### src/rtl/instr_pkg.sv
// Shared instruction-format definitions: format codes, field widths and bit
// positions (same layout as the decoder), and the loader FSM state encoding.
package instr_pkg;

  localparam logic [1:0] FMT_R   = 2'd0;
  localparam logic [1:0] FMT_I   = 2'd1;
  localparam logic [1:0] FMT_J   = 2'd2;
  localparam logic [1:0] FMT_ILL = 2'd3;

  localparam int OPC_W = 6;
  localparam int REG_W = 5;
  localparam int SHF_W = 5;
  localparam int FUN_W = 6;
  localparam int IMM_W = 16;
  localparam int TGT_W = 26;

  localparam int OPC_LSB = 26;
  localparam int RS_LSB  = 21;
  localparam int RT_LSB  = 16;
  localparam int RD_LSB  = 11;
  localparam int SHF_LSB = 6;
  localparam int FUN_LSB = 0;
  localparam int IMM_LSB = 0;
  localparam int TGT_LSB = 0;

  typedef enum logic [1:0] {
    ST_IDLE   = 2'd0,
    ST_ACCEPT = 2'd1,
    ST_WRITE  = 2'd2,
    ST_FULL   = 2'd3
  } state_t;

endpackage

### src/rtl/instr_word_pack.sv
// Combinational packer: selects the field layout for the given format and
// flags the reserved format code as illegal.
module instr_word_pack
  import instr_pkg::*;
(
  input  logic [1:0]  fmt,
  input  logic [5:0]  opcode,
  input  logic [4:0]  rs,
  input  logic [4:0]  rt,
  input  logic [4:0]  rd,
  input  logic [4:0]  shift,
  input  logic [5:0]  funct,
  input  logic [15:0] immediate,
  input  logic [25:0] target,
  output logic [31:0] word,
  output logic        illegal
);

  always_comb begin
    word    = '0;
    illegal = 1'b0;
    word[OPC_LSB +: OPC_W] = opcode;
    case (fmt)
      FMT_R: begin
        word[RS_LSB  +: REG_W] = rs;
        word[RT_LSB  +: REG_W] = rt;
        word[RD_LSB  +: REG_W] = rd;
        word[SHF_LSB +: SHF_W] = shift;
        word[FUN_LSB +: FUN_W] = funct;
      end
      FMT_I: begin
        word[RS_LSB  +: REG_W] = rs;
        word[RT_LSB  +: REG_W] = rt;
        word[IMM_LSB +: IMM_W] = immediate;
      end
      FMT_J: word[TGT_LSB +: TGT_W] = target;
      default: begin
        word    = '0;
        illegal = 1'b1;
      end
    endcase
  end

endmodule

### src/rtl/instruction_encoder_loader.sv
// Accepts instruction field sets, packs them and streams the words into
// consecutive instruction-memory addresses, one word every two cycles.
module instruction_encoder_loader
  import instr_pkg::*;
#(
  parameter int ADDR_W = 8
) (
  input  logic              clock,
  input  logic              reset,
  input  logic              start,
  input  logic              stop,
  input  logic [ADDR_W-1:0] base_addr,
  input  logic              in_valid,
  output logic              in_ready,
  input  logic [1:0]        fmt,
  input  logic [5:0]        opcode,
  input  logic [4:0]        rs,
  input  logic [4:0]        rt,
  input  logic [4:0]        rd,
  input  logic [4:0]        shift,
  input  logic [5:0]        funct,
  input  logic [15:0]       immediate,
  input  logic [25:0]       target,
  output logic              mem_we,
  output logic [ADDR_W-1:0] mem_addr,
  output logic [31:0]       mem_wdata,
  output logic [ADDR_W:0]   count,
  output logic              busy,
  output logic              full,
  output logic              err
);

  localparam int CNT_W = ADDR_W + 1;

  state_t            state, state_nxt;
  logic [ADDR_W-1:0] addr;
  logic [31:0]       word;
  logic              illegal;
  logic              take, load, at_top;

  instr_word_pack u_pack (
    .fmt       (fmt),
    .opcode    (opcode),
    .rs        (rs),
    .rt        (rt),
    .rd        (rd),
    .shift     (shift),
    .funct     (funct),
    .immediate (immediate),
    .target    (target),
    .word      (word),
    .illegal   (illegal)
  );

  // stop always beats a transfer or a (re)start in the same cycle
  assign take   = (state == ST_ACCEPT) && in_valid && !stop;
  assign load   = ((state == ST_IDLE) || (state == ST_FULL)) && start && !stop;
  assign at_top = &addr;

  always_ff @(posedge clock or posedge reset) begin
    if (reset) state <= ST_IDLE;
    else       state <= state_nxt;
  end

  always_comb begin
    state_nxt = state;
    case (state)
      ST_IDLE:   if (load) state_nxt = ST_ACCEPT;
      ST_ACCEPT: begin
        if (stop)                  state_nxt = ST_IDLE;
        else if (take && !illegal) state_nxt = ST_WRITE;
      end
      ST_WRITE: begin
        if (stop)        state_nxt = ST_IDLE;
        else if (at_top) state_nxt = ST_FULL;
        else             state_nxt = ST_ACCEPT;
      end
      ST_FULL: begin
        if (stop)      state_nxt = ST_IDLE;
        else if (load) state_nxt = ST_ACCEPT;
      end
      default: state_nxt = ST_IDLE;
    endcase
  end

  // Decoded from state so reset kills the write strobe without waiting for a clock
  always_comb begin
    in_ready = (state == ST_ACCEPT);
    mem_we   = (state == ST_WRITE);
    busy     = (state != ST_IDLE);
    full     = (state == ST_FULL);
  end

  // addr is the next free slot; mem_addr/mem_wdata only change on acceptance
  always_ff @(posedge clock or posedge reset) begin
    if (reset) begin
      addr      <= '0;
      mem_addr  <= '0;
      mem_wdata <= '0;
      count     <= '0;
      err       <= 1'b0;
    end else begin
      err <= take && illegal;
      if (load) begin
        addr  <= base_addr;
        count <= '0;
      end
      if (take && !illegal) begin
        mem_addr  <= addr;
        mem_wdata <= word;
      end
      if (state == ST_WRITE) begin
        count <= count + CNT_W'(1);
        if (!at_top) addr <= addr + ADDR_W'(1);
      end
    end
  end

endmodule

### config.mk
export PLATFORM = sky130hd
export DESIGN_NAME = instruction_encoder_loader
export DESIGN_NICKNAME = d
export VERILOG_FILES = /design/src/rtl/instr_pkg.sv /design/src/rtl/instr_word_pack.sv /design/src/rtl/instruction_encoder_loader.sv
export SDC_FILE = /design/constraint.sdc
export NUM_CORES = 1
export LEC_CHECK = 0
export ABC_AREA = 1
export BUFFER_PORTS_ARGS = -buffer_cell sky130_fd_sc_hd__buf_2
export CORE_ASPECT_RATIO = 0.9
export CORE_MARGIN = 8
export CORE_UTILIZATION = 51
export DETAILED_ROUTE_END_ITERATION = 8
export PLACE_DENSITY_LB_ADDON = 0.15
export SETUP_SLACK_MARGIN = 0.5
export SYNTH_ARGS = -nofsm -noshare
export SYNTH_HDL_FRONTEND = slang
export SYNTH_SLANG_ARGS = --single-unit
### constraint.sdc
create_clock -name clock -period 3.9 [get_ports clock]
set_clock_uncertainty 0.05 [all_clocks]
set_input_delay 0.78 -clock clock [delete_from_list [all_inputs] [get_ports clock]]
set_output_delay 0.78 -clock clock [all_outputs]
set_load 0.03 [all_outputs]
==> results of run 1 <==
## cells in the final DEF (no fill, tap or decap)
cell type / instances
sky130_fd_sc_hd__inv_1: 27
sky130_fd_sc_hd__clkinv_2: 1
sky130_fd_sc_hd__nand3_1: 38
sky130_fd_sc_hd__inv_2: 2
sky130_fd_sc_hd__buf_4: 2
sky130_fd_sc_hd__nor2_1: 17
sky130_fd_sc_hd__nor3_1: 2
sky130_fd_sc_hd__nor2_4: 2
sky130_fd_sc_hd__o21ai_0: 19
sky130_fd_sc_hd__clkinvlp_4: 1
sky130_fd_sc_hd__dfrtp_1: 60
sky130_fd_sc_hd__xor2_1: 1
sky130_fd_sc_hd__a21oi_1: 3
sky130_fd_sc_hd__ha_1: 7
sky130_fd_sc_hd__bufinv_16: 3
sky130_fd_sc_hd__clkinv_4: 1
sky130_fd_sc_hd__buf_2: 142
sky130_fd_sc_hd__nand2_1: 275
sky130_fd_sc_hd__nand3_2: 1
sky130_fd_sc_hd__clkbuf_8: 10
## critical path, stage by stage (launching register included)
cell and delay, ps:
sky130_fd_sc_hd__dfrtp_1 420, sky130_fd_sc_hd__inv_1 120, sky130_fd_sc_hd__ha_1 450, sky130_fd_sc_hd__buf_2 290
## metrics by stage
step	setup WS, ps	util (%)
after global placement	1610	64.7
after global routing	1390	68.8
after CTS	1460	68.8
after detailed placement	1570	64.7
after floorplan	1590	-
final	1460	68.8
## sequential cells by signal, summed over array words and instances, names as in the netlist
register	count
addr	8
count	9
err	1
mem_addr	8
mem_wdata	32
state	2
## routing by layer
metal	GRT usage, %	wire [um]	vias to the layer above
li1	-	-	1718
met1	22.4	3780	1528
met2	33.1	4230	104
met3	6.57	712	20
met4	9.06	171	0
met5	0	0	-
## area by class of cell
type | instances | share of cell area, %
Clock buffer | 10 | 3.25
Clock inverter | 6 | 2.63
Inverter | 29 | 2.57
Multi-Input combinational cell | 365 | 36.3
Sequential cell | 60 | 35.5
Tap cell | 87 | 2.57
Timing Repair Buffer | 144 | 17.2
## worst max-delay path by stage
stage / slack (ps) / start / end / cells after the start
global placement: 1610 / stop / addr[0]$_DFF_PP0_ / 7
detailed placement: 1570 / stop / addr[0]$_DFF_PP0_ / 7
global route: 1390 / state[0]$_DFFE_PP0P_ / mem_we / 3
finish: 1460 / state[0]$_DFFE_PP0P_ / mem_we / 3
floorplan: 1590 / reset / addr[0]$_DFF_PP0_ / 1
CTS: 1460 / state[0]$_DFFE_PP0P_ / mem_we / 3
## power by group
part	switching, mW	total (mW)	internal [mW]	leakage, nW
Sequential	0.160	1.02	0.860	0.778
Combinational	0.890	1.27	0.376	1.65
Clock	0.249	0.690	0.442	0.122
## cell usage after synthesis
library cell,n
sky130_fd_sc_hd__nand2_1,275
sky130_fd_sc_hd__xor2_1,1
sky130_fd_sc_hd__a21oi_1,3
sky130_fd_sc_hd__dfrtp_1,60
sky130_fd_sc_hd__nor2_4,2
sky130_fd_sc_hd__nand3_2,1
sky130_fd_sc_hd__nand3_1,38
sky130_fd_sc_hd__inv_2,1
sky130_fd_sc_hd__nor3_1,2
sky130_fd_sc_hd__inv_1,28
sky130_fd_sc_hd__clkbuf_1,2
sky130_fd_sc_hd__o21ai_0,19
sky130_fd_sc_hd__nor2_1,17
sky130_fd_sc_hd__buf_4,7
sky130_fd_sc_hd__buf_2,8
sky130_fd_sc_hd__ha_1,7
## cells by family (layout without fill, tap and decap cells)
family                     count (synthesis)  after routing
DFF                                       60             60
buffers and inverters                     46            189
adders and majority gates                  7              7
AOI/OAI and AO/OA                         22             22
xor gates and xnor gates                   1              1
and+or+nand+nor                          335            335
==> flow_summary.yaml, run 1 <==
clock_network:
  cts.sink_count: 60
  cts_resized: 0
  cts_htree_levels: 3
  clk-insertion-delay-late_ps: 330
  path_clk_slew_ps: 70
  post-cts-setup-buffers: 0
  numCtsBuffers: 9
  ctsRootBufferMaster: "sky130_fd_sc_hd__clkbuf_8"
  clock_tree.buffer_depth: 2
  ctsHoldBuffers: 0
  tritoncts_clock_tree: "done"
floorplanning:
  placement_rows: 27
  die_x_um: 100
  overall_die_height_um: 91.7
  design.die.area_um2: 9180
  starting_density_pct: 52.8
  core_area_um2: 6150
  io_pins: 143
sta:
  slew_headroom_pct: 28.2
  worst_pin_slew_ps: 1070
  final_hold_viol_count: 0
  timing.fmax_mhz: 410
  hold-worst-slack_ps: 425
  setup-violations-final: 0
  layout_worst_path_cycle_share_pct: 62.6
  setup-tns-final_ps: 0
  grt_setup_unrepaired: "false"
  slew_viol_final: 0
  period_minus_slack_ps: 2440
final_layout:
  filler_cell_count: 590
  share_of_cells_above_drive_strength_1_pct: 26.9
  syn_to_final_growth_pct: 30.3
  multiInputGateArea_um2: 1540
  finish.cell_count_without_fillers: 701
  postLayoutCellArea_um2: 4230
  finalNetCount: 705
  insertedDiodeCount: 0
  layout.area.seq_um2: 1500
synthesis:
  synth-simple-area-share_pct: 40.9
  ys.warnings.count: 0
  synth.mux.area_fraction_pct: 0
  syn-cell-area_um2: 3250
  postSynthRegisterBits: 60
  post_synth_main_area_contributors: "sky130_fd_sc_hd__dfrtp_1 46%, sky130_fd_sc_hd__nand2_1 32%, sky130_fd_sc_hd__nand3_1 5.9%"
  synth_compound_gate_area_share_pct: 3.39
  synthDominantAreaCellType: "sky130_fd_sc_hd__dfrtp_1"
  dominant_combinational_cell_family_by_area_after_synthesis: "simple AND/OR/NAND/NOR gates"
  syn_nets: 567
  syn_inst: 471
  synth.distinct_cells: 16
  synth_top_area_share_pct: 46.3
  syn-mean-instance-area_um2: 6.89
  post_synth_xor_area_fraction_pct: 0.270
  synth_seq_area_share_pct: 46.3
  synth_fa_ha_area_share_pct: 2.70
routing:
  drtIter0Drc: 111
  drtAntennaViolNets: 0
  dr_total_vias: 3370
  route.final.wire_length_um: 8890
  detail_route.vias_per_cell: 4.81
  post_drt_wl_per_cell_um: 12.7
  drt_drc_violations_left: 0
  detailedRoute.firstPassIterationCount: 5
place:
  place_area_um2: 3980
  hpwl_um: 6740
  gp_congestion: 0.905
  numPortBuffers: 142
  placedCellCount: 685
grt:
  via_count_of_the_first_global_routing_pass: 3412
  grt.overflow.total: 0
  grt_first_pass_wirelength_um: 14800
  antenna_found_initial: 0
  global_route.usage.total_pct: 19.8
  largest_net_degree_at_the_start_of_global_routing: 46
power:
  max-vdd-ir-drop_mv: 0.445
  p_leak_nw: 2.55
  powerDensity_nw_per_um2: 704
  p_total_mw: 2.98
setup_path:
  timing.critical_path.from_type: "register"
  regToRegSetupSlack_ps: 1680
  setup.worst_path.class: "reg2out"
  regToRegEndpoint: "addr[0]$_DFF_PP0_"
  endpoint_kind: "output pin"
  critPathRequiredTime_ps: 3070
  reg2reg_depth: 8
  regToRegStartpoint: "state[0]$_DFFE_PP0P_"
  crit_arrival_ps: 1610
  crit_fanout: 12
flow_run:
  max_cap_violations: 0
hold_path:
  hold_path_startpoint: "mem_wdata[28]$_DFFE_PP0P_"
  holdPathEnd: "mem_wdata[28]$_DFFE_PP0P_"
  whs_path_depth: 2
  class_of_the_tightest_hold_or_removal_check: "reg2reg"
run_status:
  result_of_the_run: "completed"
Power figures use the tool's default switching activity.
==> inputs of run 2 (changes only) <==
--- a/config.mk
+++ b/config.mk
@@ -5,11 +5,11 @@
 export SDC_FILE = /design/constraint.sdc
 export NUM_CORES = 1
 export LEC_CHECK = 0
-export ABC_AREA = 1
+export ABC_AREA = 0
 export BUFFER_PORTS_ARGS = -buffer_cell sky130_fd_sc_hd__buf_2
 export CORE_ASPECT_RATIO = 0.9
 export CORE_MARGIN = 8
-export CORE_UTILIZATION = 51
+export CORE_UTILIZATION = 42
 export DETAILED_ROUTE_END_ITERATION = 8
 export PLACE_DENSITY_LB_ADDON = 0.15
 export SETUP_SLACK_MARGIN = 0.5
==> constraint.sdc (replaced) <==
create_clock -name clock -period 2.2 [get_ports clock]
set_clock_uncertainty 0.05 [all_clocks]
set_input_delay 0.44 -clock clock [delete_from_list [all_inputs] [get_ports clock]]
set_output_delay 0.44 -clock clock [all_outputs]
set_load 0.03 [all_outputs]
==> flow_summary.yaml, run 2 <==
setup_path:
  crit_fanout: 4
  crit_arrival_ps: 1250
  endpoint_kind: "output pin"
  timing.critical_path.from_type: "register"
  setup.worst_path.class: "reg2out"
  critPathRequiredTime_ps: 1710
power:
  sequentialPowerShare_pct: 32.8
  max-vdd-ir-drop_mv: 0.674
  power_frac_comb_pct: 49.7
  p_int_mw: 3.11
  p_total_mw: 5.54
  switching_share_pct: 44.0
  p_leak_nw: 2.23
  powerDensity_nw_per_um2: 1240
  power_frac_clock_pct: 17.5
  power_switching_mw: 2.44
synthesis:
  synth_async_sr_flop_share_pct: 100
  synth-edff-count: 0
  syn_inst: 325
  synth_ff_type: "sky130_fd_sc_hd__dfrtp_1"
  synth.mux.area_fraction_pct: 10.3
  synth_seq_area_share_pct: 48.9
  synth.distinct_cells: 41
  synth_top_area_share_pct: 48.9
  synth_compound_gate_area_share_pct: 17.3
  post_synth_main_area_contributors: "sky130_fd_sc_hd__dfrtp_1 49%, sky130_fd_sc_hd__o21ai_0 6.7%, sky130_fd_sc_hd__mux2i_1 5.9%"
  dominant_combinational_cell_family_by_area_after_synthesis: "compound AO/OA/AOI/OAI gates"
  yosys-top-cells-count: "60 x sky130_fd_sc_hd__dfrtp_1, 47 x sky130_fd_sc_hd__nand2_1, 41 x sky130_fd_sc_hd__o21ai_0"
  postSynthRegisterBits: 60
  synth.most_common_cell: "sky130_fd_sc_hd__dfrtp_1"
  syn_nets: 421
  syn-cell-area_um2: 3070
  syn-mean-instance-area_um2: 9.44
  synthDominantAreaCellType: "sky130_fd_sc_hd__dfrtp_1"
  post_synth_xor_area_fraction_pct: 0.571
  synth-simple-area-share_pct: 15.9
  ys.warnings.count: 0
  synth_fa_ha_area_share_pct: 2.85
routing:
  drtIter0Drc: 221
  dr_total_vias: 2971
  detail_route.vias_per_cell: 5.10
  drt_drc_violations_left: 0
  drtAntennaViolNets: 0
  route.final.wire_length_um: 9440
  post_drt_wl_per_cell_um: 16.2
  detailedRoute.firstPassIterationCount: 4
final_layout:
  layout_commonest_cell: "sky130_fd_sc_hd__buf_2"
  share_of_cells_above_drive_strength_1_pct: 46.3
  layout.area.seq_um2: 1500
  register_with_the_highest_flop_count: "mem_wdata"
  largest_register_ff_count: 32
  layout_top_registers: "mem_wdata x32, count x9"
  finish.cell_count_without_fillers: 583
  syn_to_final_growth_pct: 45.3
  finalNetCount: 581
  mostFrequentLayoutCells: "138 x sky130_fd_sc_hd__buf_2, 59 x sky130_fd_sc_hd__dfrtp_1, 45 x sky130_fd_sc_hd__nand2_1, 29 x sky130_fd_sc_hd__a21oi_1"
  final_core_utilization_pct: 63.0
  filler_cell_count: 610
  insertedDiodeCount: 0
  multiInputGateArea_um2: 1600
  postLayoutCellArea_um2: 4460
floorplanning:
  overall_die_height_um: 97.1
  die_x_um: 106
  io_pins: 143
  design.die.area_um2: 10300
  starting_density_pct: 43.4
  placement_rows: 29
  core_area_um2: 7080
grt:
  global_route.usage.total_pct: 18.3
  grt_first_pass_wirelength_um: 15300
  via_count_of_the_first_global_routing_pass: 3126
  largest_net_degree_at_the_start_of_global_routing: 40
  grt.overflow.total: 0
  antenna_found_initial: 0
clock_network:
  clk-insertion-delay-late_ps: 340
  ctsRootBufferMaster: "sky130_fd_sc_hd__clkbuf_8"
  numCtsBuffers: 9
  tritoncts_clock_tree: "done"
  clock_tree.buffer_depth: 2
  path_clk_slew_ps: 70
  cts.sink_count: 60
  cts_htree_levels: 3
  ctsHoldBuffers: 0
sta:
  slew_viol_final: 0
  layout_worst_path_cycle_share_pct: 79.2
  worst_pin_slew_ps: 580
  period_minus_slack_ps: 1740
  slew_headroom_pct: 61.2
  post-route-worst-setup-slack_ps: 457
  timing.fmax_mhz: 574
  final_hold_viol_count: 0
  grt_setup_unrepaired: "true"
  hold-worst-slack_ps: 86.3
  setup-violations-final: 0
  setup-tns-final_ps: 0
hold_path:
  class_of_the_tightest_hold_or_removal_check: "in2async"
flow_run:
  max_cap_violations: 0
run_status:
  result_of_the_run: "completed"
place:
  placedCellCount: 547
  hpwl_um: 6560
  place_worst_setup_slack_ps: 200
  numPortBuffers: 142
  place_area_um2: 3880
  gp_congestion: 0.821
## run 2: changes by cell type after synthesis, moves of 3 or more
cell,before,now
sky130_fd_sc_hd__inv_1,28,8
sky130_fd_sc_hd__nor2b_1,0,12
sky130_fd_sc_hd__buf_4,7,3
sky130_fd_sc_hd__or3_1,0,3
sky130_fd_sc_hd__nor2_1,17,28
sky130_fd_sc_hd__a21oi_1,3,29
sky130_fd_sc_hd__clkbuf_1,2,5
sky130_fd_sc_hd__nand2_1,275,47
sky130_fd_sc_hd__o21ai_0,19,41
sky130_fd_sc_hd__mux2i_1,0,18
sky130_fd_sc_hd__nand3_1,38,7
sky130_fd_sc_hd__mux2_2,0,12
## run 2: path summary, 6_finish.rpt
kind                                                 from                   endpoint  slack, ps  depth (start not counted)
worst min-delay path                                reset  mem_wdata[29]$_DFFE_PP0P_         90                          2
max in group asynchronous                           reset       state[1]$_DFFE_PP0P_       1460                          3
min in group clock                              opcode[0]  mem_wdata[26]$_DFFE_PP0P_        280                          2
worst max-delay path                 state[0]$_DFFE_PP0P_                     mem_we        460                          4
worst min register to register  mem_wdata[20]$_DFFE_PP0P_  mem_wdata[20]$_DFFE_PP0P_        430                          2
worst max register to register       state[1]$_DFFE_PP0P_       state[1]$_DFFE_PP0P_        470                          7
## run 2: cell families (layout without fill, tap and decap cells)
logic type,count (synthesis),in the layout
buf+inv,27,191
fa+ha+maj,7,7
flops,60,60
xor+xnor,2,2
simple gates,107,107
compound gates,92,93
mux,30,30
## run 2: routing by layer
layer	track usage, %	wire [um]	up-vias
met5	0	0	-
met4	6.81	95	0
met3	6.63	703	7
met2	28.9	4490	92
met1	22.2	4160	1409
li1	-	-	1463
## run 2: layout make-up
| cell class | instances | share of cell area (%) |
|---|---|---|
| clock inverter | 7 | 1.52 |
| timing repair buffer | 167 | 22.8 |
| sequential | 60 | 33.7 |
| tap | 93 | 2.61 |
| multi-input combinational | 239 | 35.8 |
| clock buffer | 9 | 2.78 |
| inverter | 8 | 0.814 |
## run 2: worst max-delay path, stage by stage, from the launching register on
cell and delay (ps):
sky130_fd_sc_hd__dfrtp_1 420, sky130_fd_sc_hd__inv_2 120, sky130_fd_sc_hd__ha_4 150, sky130_fd_sc_hd__buf_6 100, sky130_fd_sc_hd__buf_6 120
## run 2: repair_timing
| item | CTS | global route |
|---|---|---|
| buffers inserted | 11 | 5 |
| setup endpoints to repair | 58 | 61 |
| resized for setup | 25 | 32 |
| cloned | 2 | 2 |
| pin swaps | 3 | 9 |
## run 2: power groups by stage
stage / sequential [mW] / clock, mW / combinational, mW
final: 1.82 / 0.967 / 2.76
after global routing: 1.88 / 1.06 / 2.97
after CTS: 1.80 / 0.993 / 2.60
after detailed placement: 1.82 / 0 / 2.29
after global placement: 1.80 / 0 / 2.27
after floorplan: 2.47 / 0 / 0.930
